### src/rtl/bit_serializer.sv
// Parallel-to-serial shifter with valid/ready intake and stall; feeds a downstream sequence detector.
// Bit order: MSB first by default, LSB first when SER_LSB_FIRST_EN is defined.
module bit_serializer #(
  parameter int unsigned WIDTH = 8
) (
  input  logic             clk,
  input  logic             rst,
  input  logic [WIDTH-1:0] din,
  input  logic             din_valid,
  output logic             din_ready,
  input  logic             stall,
  output logic             x,
  output logic             x_valid,
  output logic             busy
);

  localparam int unsigned CW = (WIDTH > 1) ? $clog2(WIDTH) : 1;

  localparam logic [0:0] IDLE  = 1'b0;
  localparam logic [0:0] SHIFT = 1'b1;

  logic [0:0]       state, state_nxt;
  logic [CW-1:0]    cnt, cnt_nxt;
  logic [WIDTH-1:0] shreg, shreg_nxt;
  logic             x_nxt, x_valid_nxt, busy_nxt;

  logic             last_bit;
  logic             xfer;
  logic             load_bit, next_bit;
  logic [WIDTH-1:0] load_rest, shift_rest;

  // x always holds the bit in flight; shreg keeps only the bits still to come
`ifdef SER_LSB_FIRST_EN
  assign load_bit   = din[0];
  assign load_rest  = din >> 1;
  assign next_bit   = shreg[0];
  assign shift_rest = shreg >> 1;
`else
  assign load_bit   = din[WIDTH-1];
  assign load_rest  = din << 1;
  assign next_bit   = shreg[WIDTH-1];
  assign shift_rest = shreg << 1;
`endif

  assign last_bit  = (cnt == CW'(WIDTH - 1));
  assign din_ready = rst & ((state == IDLE) | (last_bit & ~stall));
  assign xfer      = din_valid & din_ready;

  // State and output registers
  always_ff @(posedge clk or negedge rst) begin
    if (!rst) begin
      state   <= IDLE;
      cnt     <= '0;
      shreg   <= '0;
      x       <= 1'b0;
      x_valid <= 1'b0;
      busy    <= 1'b0;
    end else begin
      state   <= state_nxt;
      cnt     <= cnt_nxt;
      shreg   <= shreg_nxt;
      x       <= x_nxt;
      x_valid <= x_valid_nxt;
      busy    <= busy_nxt;
    end
  end

  // Next-state and next-output logic
  always_comb begin
    state_nxt   = state;
    cnt_nxt     = cnt;
    shreg_nxt   = shreg;
    x_nxt       = x;
    x_valid_nxt = x_valid;

    case (state)
      IDLE: begin
        if (xfer) begin
          state_nxt   = SHIFT;
          cnt_nxt     = '0;
          shreg_nxt   = load_rest;
          x_nxt       = load_bit;
          x_valid_nxt = 1'b1;
        end
      end
      SHIFT: begin
        if (!stall) begin
          if (!last_bit) begin
            cnt_nxt   = cnt + CW'(1);
            shreg_nxt = shift_rest;
            x_nxt     = next_bit;
          end else if (xfer) begin
            cnt_nxt     = '0;
            shreg_nxt   = load_rest;
            x_nxt       = load_bit;
            x_valid_nxt = 1'b1;
          end else begin
            state_nxt   = IDLE;
            cnt_nxt     = '0;
            shreg_nxt   = '0;
            x_nxt       = 1'b0;
            x_valid_nxt = 1'b0;
          end
        end
      end
      default: begin
        state_nxt   = IDLE;
        cnt_nxt     = '0;
        shreg_nxt   = '0;
        x_nxt       = 1'b0;
        x_valid_nxt = 1'b0;
      end
    endcase

    busy_nxt = (state_nxt == SHIFT);
  end

endmodule

### config.mk
export PLATFORM = sky130hd
export DESIGN_NAME = bit_serializer
export DESIGN_NICKNAME = d
export VERILOG_FILES = /design/src/rtl/bit_serializer.sv
export SDC_FILE = /design/constraint.sdc
export NUM_CORES = 1
export LEC_CHECK = 0
export CORE_MARGIN = 10
export CORE_UTILIZATION = 46
export DETAILED_ROUTE_END_ITERATION = 10
export PLACE_DENSITY = 0.75
export SLEW_MARGIN = 0
export SYNTH_ARGS = -nofsm -noshare
export SYNTH_HDL_FRONTEND = slang
export SYNTH_SLANG_ARGS = --single-unit
### constraint.sdc
create_clock -name clk -period 2 [get_ports clk]
set_input_delay 0.3 -clock clk [delete_from_list [all_inputs] [get_ports clk]]
set_output_delay 0.3 -clock clk [all_outputs]
set_load 0.005 [all_outputs]
# Word-level counts from Yosys, hierarchy flattened

Cells that the tools add are included.

Add/subtract/negate cells: 1
Equality and inequality tests: 4
Multiplexer cells: 22
Bitwise logic cells: 6
Reduce and logical (&&, ||, !) cells: 2

Operator list:

| cell                                                   | number |
|---|---|
| two-way mux 8 bit                                      | 4 |
| case mux 8 bit (2 select lines)                        | 1 |
| two-way mux 1 bit                                      | 10 |
| two-way mux 3 bit                                      | 3 |
| case mux 1 bit (2 select lines)                        | 3 |
| case mux 3 bit (2 select lines)                        | 1 |
| inequality test 2 bit (second input constant)          | 2 |
| adder 3 x 1 -> 3 bit (second input constant)           | 1 |
| AND 1 bit                                              | 3 |
| equality test 3 bit (second input constant)            | 1 |
| AND reduction 3 bit                                    | 1 |
| inequality test 2 x 1 -> 1 bit (second input constant) | 1 |
| NOT 1 bit                                              | 2 |
| AND reduction 2 bit                                    | 1 |
| bitwise OR 1 bit                                       | 1 |

Register bits after elaboration: 14
Input bits: 12
Output and inout port bits: 4
Logic and storage cells: 40

# Depth between registers and ports, before layout

Depth after elaboration: 9
Depth in mapped cells: 6
Gate-level depth less buffers: 5

# Worst setup path after synthesis

Ideal clock, no wire load.

Kind: flip-flop to flip-flop
Start: register cnt[0]
End: register shreg[1]
Setup time: 121 ps
Arrival time: 1454 ps
Data required time: 1879 ps
Path slack: 425 ps
Stages on the path, launching flop included: 7
Buffers on the path: 1
Clock period less this slack: 1575 ps
Cell sequence: dfrtp_1 ha_1 ha_1 and4b_1 clkbuf_1 o22a_1 a22o_1

Cells in the longest elaborated chain, start to end: 9
Elaborated cells between the ends (all ways): 11
Classes of those cells: 2 x eq/ne; 4 x mux; 4 x bitwise; 1 x reduce/logical

Ends and longest elaborated chain:

| element                         | RTL line | text |
|---|---|---|
| from (decl)                     | 23       | `logic [CW-1:0] cnt, cnt_nxt;` |
| from (signal assigned)          | 60       | `cnt <= cnt_nxt;` |
| equality test 3 bit (*)         | 45       | `assign last_bit = (cnt == CW'(WIDTH - 1));` |
| AND 1 bit                       | 46       | `assign din_ready = rst & ((state == IDLE) \| (last_bit & ~stall));` |
| bitwise OR 1 bit                | 46       |  |
| AND 1 bit                       | 46       |  |
| AND 1 bit                       | 47       | `assign xfer = din_valid & din_ready;` |
| two-way mux 8 bit               | 92       | `end else if (xfer) begin` |
| two-way mux 8 bit               | 88       | `if (!last_bit) begin` |
| two-way mux 8 bit               | 87       | `if (!stall) begin` |
| case mux 8 bit (2 select lines) | 76       | `case (state)` |
| to (signal assigned)            | 61       | `shreg <= shreg_nxt;` |
| to (decl)                       | 24       | `logic [WIDTH-1:0] shreg, shreg_nxt;` |

Mark *: on every way between the ends. The rest lies on a longest branch, timed or not. The select of a mux whose other input is x is not followed.
A chain may end at the register's enable or synchronous reset.

# Worst setup path after layout

Start: register cnt[0]
End: output port din_ready

Cells in the longest elaborated chain, start to end: 4

Ends and longest elaborated chain:

| element             | RTL line | text |
|---|---|---|
| equality test 3 bit | 45       |  |
| AND 1 bit           | 46       |  |
| bitwise OR 1 bit    | 46       |  |
| AND 1 bit           | 46       |  |
| to (decl)           | 10       | `output logic din_ready,` |

Every way passes these cells.

==> results.py <==
metrics = {
    "setup_path": {
        "criticalPathCategory": "flop to output pin",
        "cp.depth": 6,
        "crit_slowest_cell": "dfrtp_1",
        "cp.arrival_ns": 1.61,
        "slowest_delay_ns": 0.38,
        "worstPathCellList": "ha_1 -> ha_2 -> nand2b_1 -> nand2_1 -> and2_1 -> dlygate4sd2_1",
        "worst-r2r-cell-count": 5,
        "start_kind": "flop",
        "cp.required_ns": 1.70,
        "end_kind": "output pin",
        "crit_buf_inv": 1,
        "path_max_fanout": 3,
        "crit_family": "adder cells",
    },
    "cts": {
        "cts-buffers-inserted": 3,
        "root_buffer": "clkbuf_4",
        "clk_latency_ns": 0.28,
        "numClockSinks": 13,
        "cts_tree": "done",
        "clkSlewWorstSetupHoldPaths_ns": 0.07,
        "clk_path_buf_depth": 2,
        "cts_max_level": 1,
    },
    "global_routing": {
        "grt_pass1_vias": 610,
        "grt-ovfl-total": 0,
        "track_usage": 0.0972,
        "antenna_found_initial": 0,
        "grt_max_degree": 10,
        "grt_pass1_wl_mm": 2.57,
    },
    "power": {
        "ir_drop_uv": 909,
        "finalPower_mw": 1.00,
        "powerDensity_nw_per_um2": 1140,
        "leakagePower_nw": 0.401,
    },
    "drt": {
        "wl_mm": 1.60,
        "drt-pass1-iter-count": 4,
        "vias_per_cell": 5.55,
        "drc": 0,
        "ant_nets": 0,
        "vias": 583,
        "wl_per_cell_um": 15.2,
        "drtIter0Drc": 13,
    },
    "logic_synthesis": {
        "synth_nets": 83,
        "ys_warn_count": 0,
        "yosysUniqueCellTypes": 22,
        "syn_area_um2": 663,
        "synth.avg_cell_area_um2": 9.61,
        "ys_seq_elements": 13,
        "syn_inst": 69,
        "ys_seq_area_frac": 0.491,
    },
    "floorplan": {
        "initial_core_util": 0.497,
        "io_pins": 16,
        "std_cell_rows": 13,
        "die_h_um": 58.0,
        "core_um2": 1330,
        "die-area_um2": 3360,
        "fp.dieW_um": 58.0,
    },
    "timing": {
        "hold_viol_final": 0,
        "setup_violations": 0,
        "timing.setup.tns_ns": 0,
        "tightest_slew_ns": 0.381,
        "holdWs_ns": 0.232,
        "relSlewSlack": 0.745,
        "fin_crit_sh": 0.953,
        "max_freq_ghz": 0.524,
        "setup_ws_ns": 0.0932,
        "fin_crit_ns": 1.91,
        "skew_ns": 0.00588,
        "slew_viol_final": 0,
    },
    "flow_run": {
        "maxCapViolations": 0,
    },
    "placed_design": {
        "pre_cts_slack_ns": 0.132,
        "place_hpwl_mm": 1.14,
        "place.gp.congestion": 0.795,
        "portBuffers": 15,
    },
    "cells_and_area": {
        "syn2layout_area_growth_pct": 32.3,
        "nets": 105,
        "diodes": 0,
        "utilization": 0.658,
        "drive_gt1_frac": 0.133,
    },
    "status": {
        "status": "finished, final reports clean",
    },
    "hold_path": {
        "hold_class": "primary input to async pin",
    },
}
==> cells in the final DEF (no fill, tap or decap) <==
cell	count
nand2b_1	1
ha_2	1
clkdlybuf4s50_1	14
nand2_1	10
and3b_1	1
buf_4	7
nor2_1	2
clkbuf_1	1
a22o_1	4
a31oi_1	6
o21ai_0	7
and2_1	1
clkbuf_4	3
dfrtp_1	13
a21oi_1	3
inv_1	1
ha_1	1
a31oi_2	1
and4b_1	1
nor2b_1	2
dlygate4sd2_1	1
or2_1	1
o22a_1	1
nor3_1	7
==> state kept, by name (all words and copies together), names as in the netlist <==
name and flops:
cnt 3, state 1, x_valid 1, shreg 7
x 1
==> worst register-to-register path, delay by kind of cell, from the launching register on <==
family	cells	cell delay [ns]
adder cells (fa/ha/maj)	2	0.39
flip-flops	1	0.38
AO/OA/AOI/OAI	2	0.39
AND/OR/NAND/NOR	1	0.29
==> report_power, final <==
part | leakage [nW] | switching, mW | internal (mW)
combinational | 0.234 | 0.191 | 0.220
clock | 0.0150 | 0.0803 | 0.0774
sequential | 0.152 | 0.0637 | 0.370
==> routing by layer <==
layer / GRT usage / up-vias / part of all wire
met5: 0 / - / 0
met4: 0.0537 / 0 / 0.028
met3: 0.0566 / 6 / 0.071
met2: 0.155 / 14 / 0.48
met1: 0.0973 / 270 / 0.43
li1: - / 293 / -
==> cells in the mapped netlist <==
| master | number | area (um2) |
|---|---|---|
| o22a_1 | 1 | 8.76 |
| buf_6 | 2 | 22.5 |
| and2_1 | 1 | 6.26 |
| or2_1 | 1 | 6.26 |
| inv_1 | 1 | 3.75 |
| and3b_1 | 1 | 8.76 |
| nor3_1 | 7 | 35.0 |
| a31oi_2 | 1 | 12.5 |
| nand2_1 | 10 | 37.5 |
| nor2b_1 | 2 | 12.5 |
| a21oi_1 | 3 | 15.0 |
| nand2b_1 | 1 | 6.26 |
| a22o_1 | 4 | 35.0 |
| ha_1 | 2 | 25.0 |
| buf_2 | 1 | 5.00 |
| clkbuf_1 | 1 | 3.75 |
| and4b_1 | 1 | 10.0 |
| a31oi_1 | 6 | 37.5 |
| nor2_1 | 2 | 7.51 |
| o21ai_0 | 7 | 35.0 |
| buf_1 | 1 | 3.75 |
| dfrtp_1 | 13 | 325 |
==> logic make-up after synthesis <==
group	count (synthesis)	synth area share
buffers and inverters	6	0.0585
and+or+nand+nor	26	0.196
AOI/OAI and AO/OA	22	0.217
adders and majority gates	2	0.0377
DFF	13	0.491
==> final timing paths <==
check	slack (ns)	from	endpoint
max in group asynchronous	1.38	rst	shreg[2]
setup / recovery	0.09	cnt[0]	din_ready
hold / removal	0.23	rst	x_valid
setup reg to reg	0.42	cnt[0]	x
min in group clk	0.52	shreg[1]	shreg[1]
hold reg to reg	0.52	shreg[1]	shreg[1]
==> area by class of cell <==
class / instances / area (um2)
inverters: 1 / 3.75
multi-input cells: 50 / 302
fillers: 119 / 457
clock buffers: 4 / 26.3
flip-flops and latches: 13 / 325
repair buffers: 22 / 201
well taps: 15 / 18.8
==> per-stage QoR <==
| step | cell area, um2 | std cells |
|---|---|---|
| 2_1_floorplan | 663 | 69 |
| 3_3_place_gp | 842 | 100 |
| 3_5_place_dp | 842 | 100 |
| 4_1_cts | 875 | 105 |
| 5_1_grt | 877 | 105 |
| 6_report | 877 | 105 |
==> timing repair <==
item / in CTS / in global routing
buffers inserted: 1 / 0
endpoints found under the setup margin: 1 / 1
resized for setup: 1 / 1
hold buffers: 0 / 0
No activity file was read; power rests on OpenSTA's default activity.
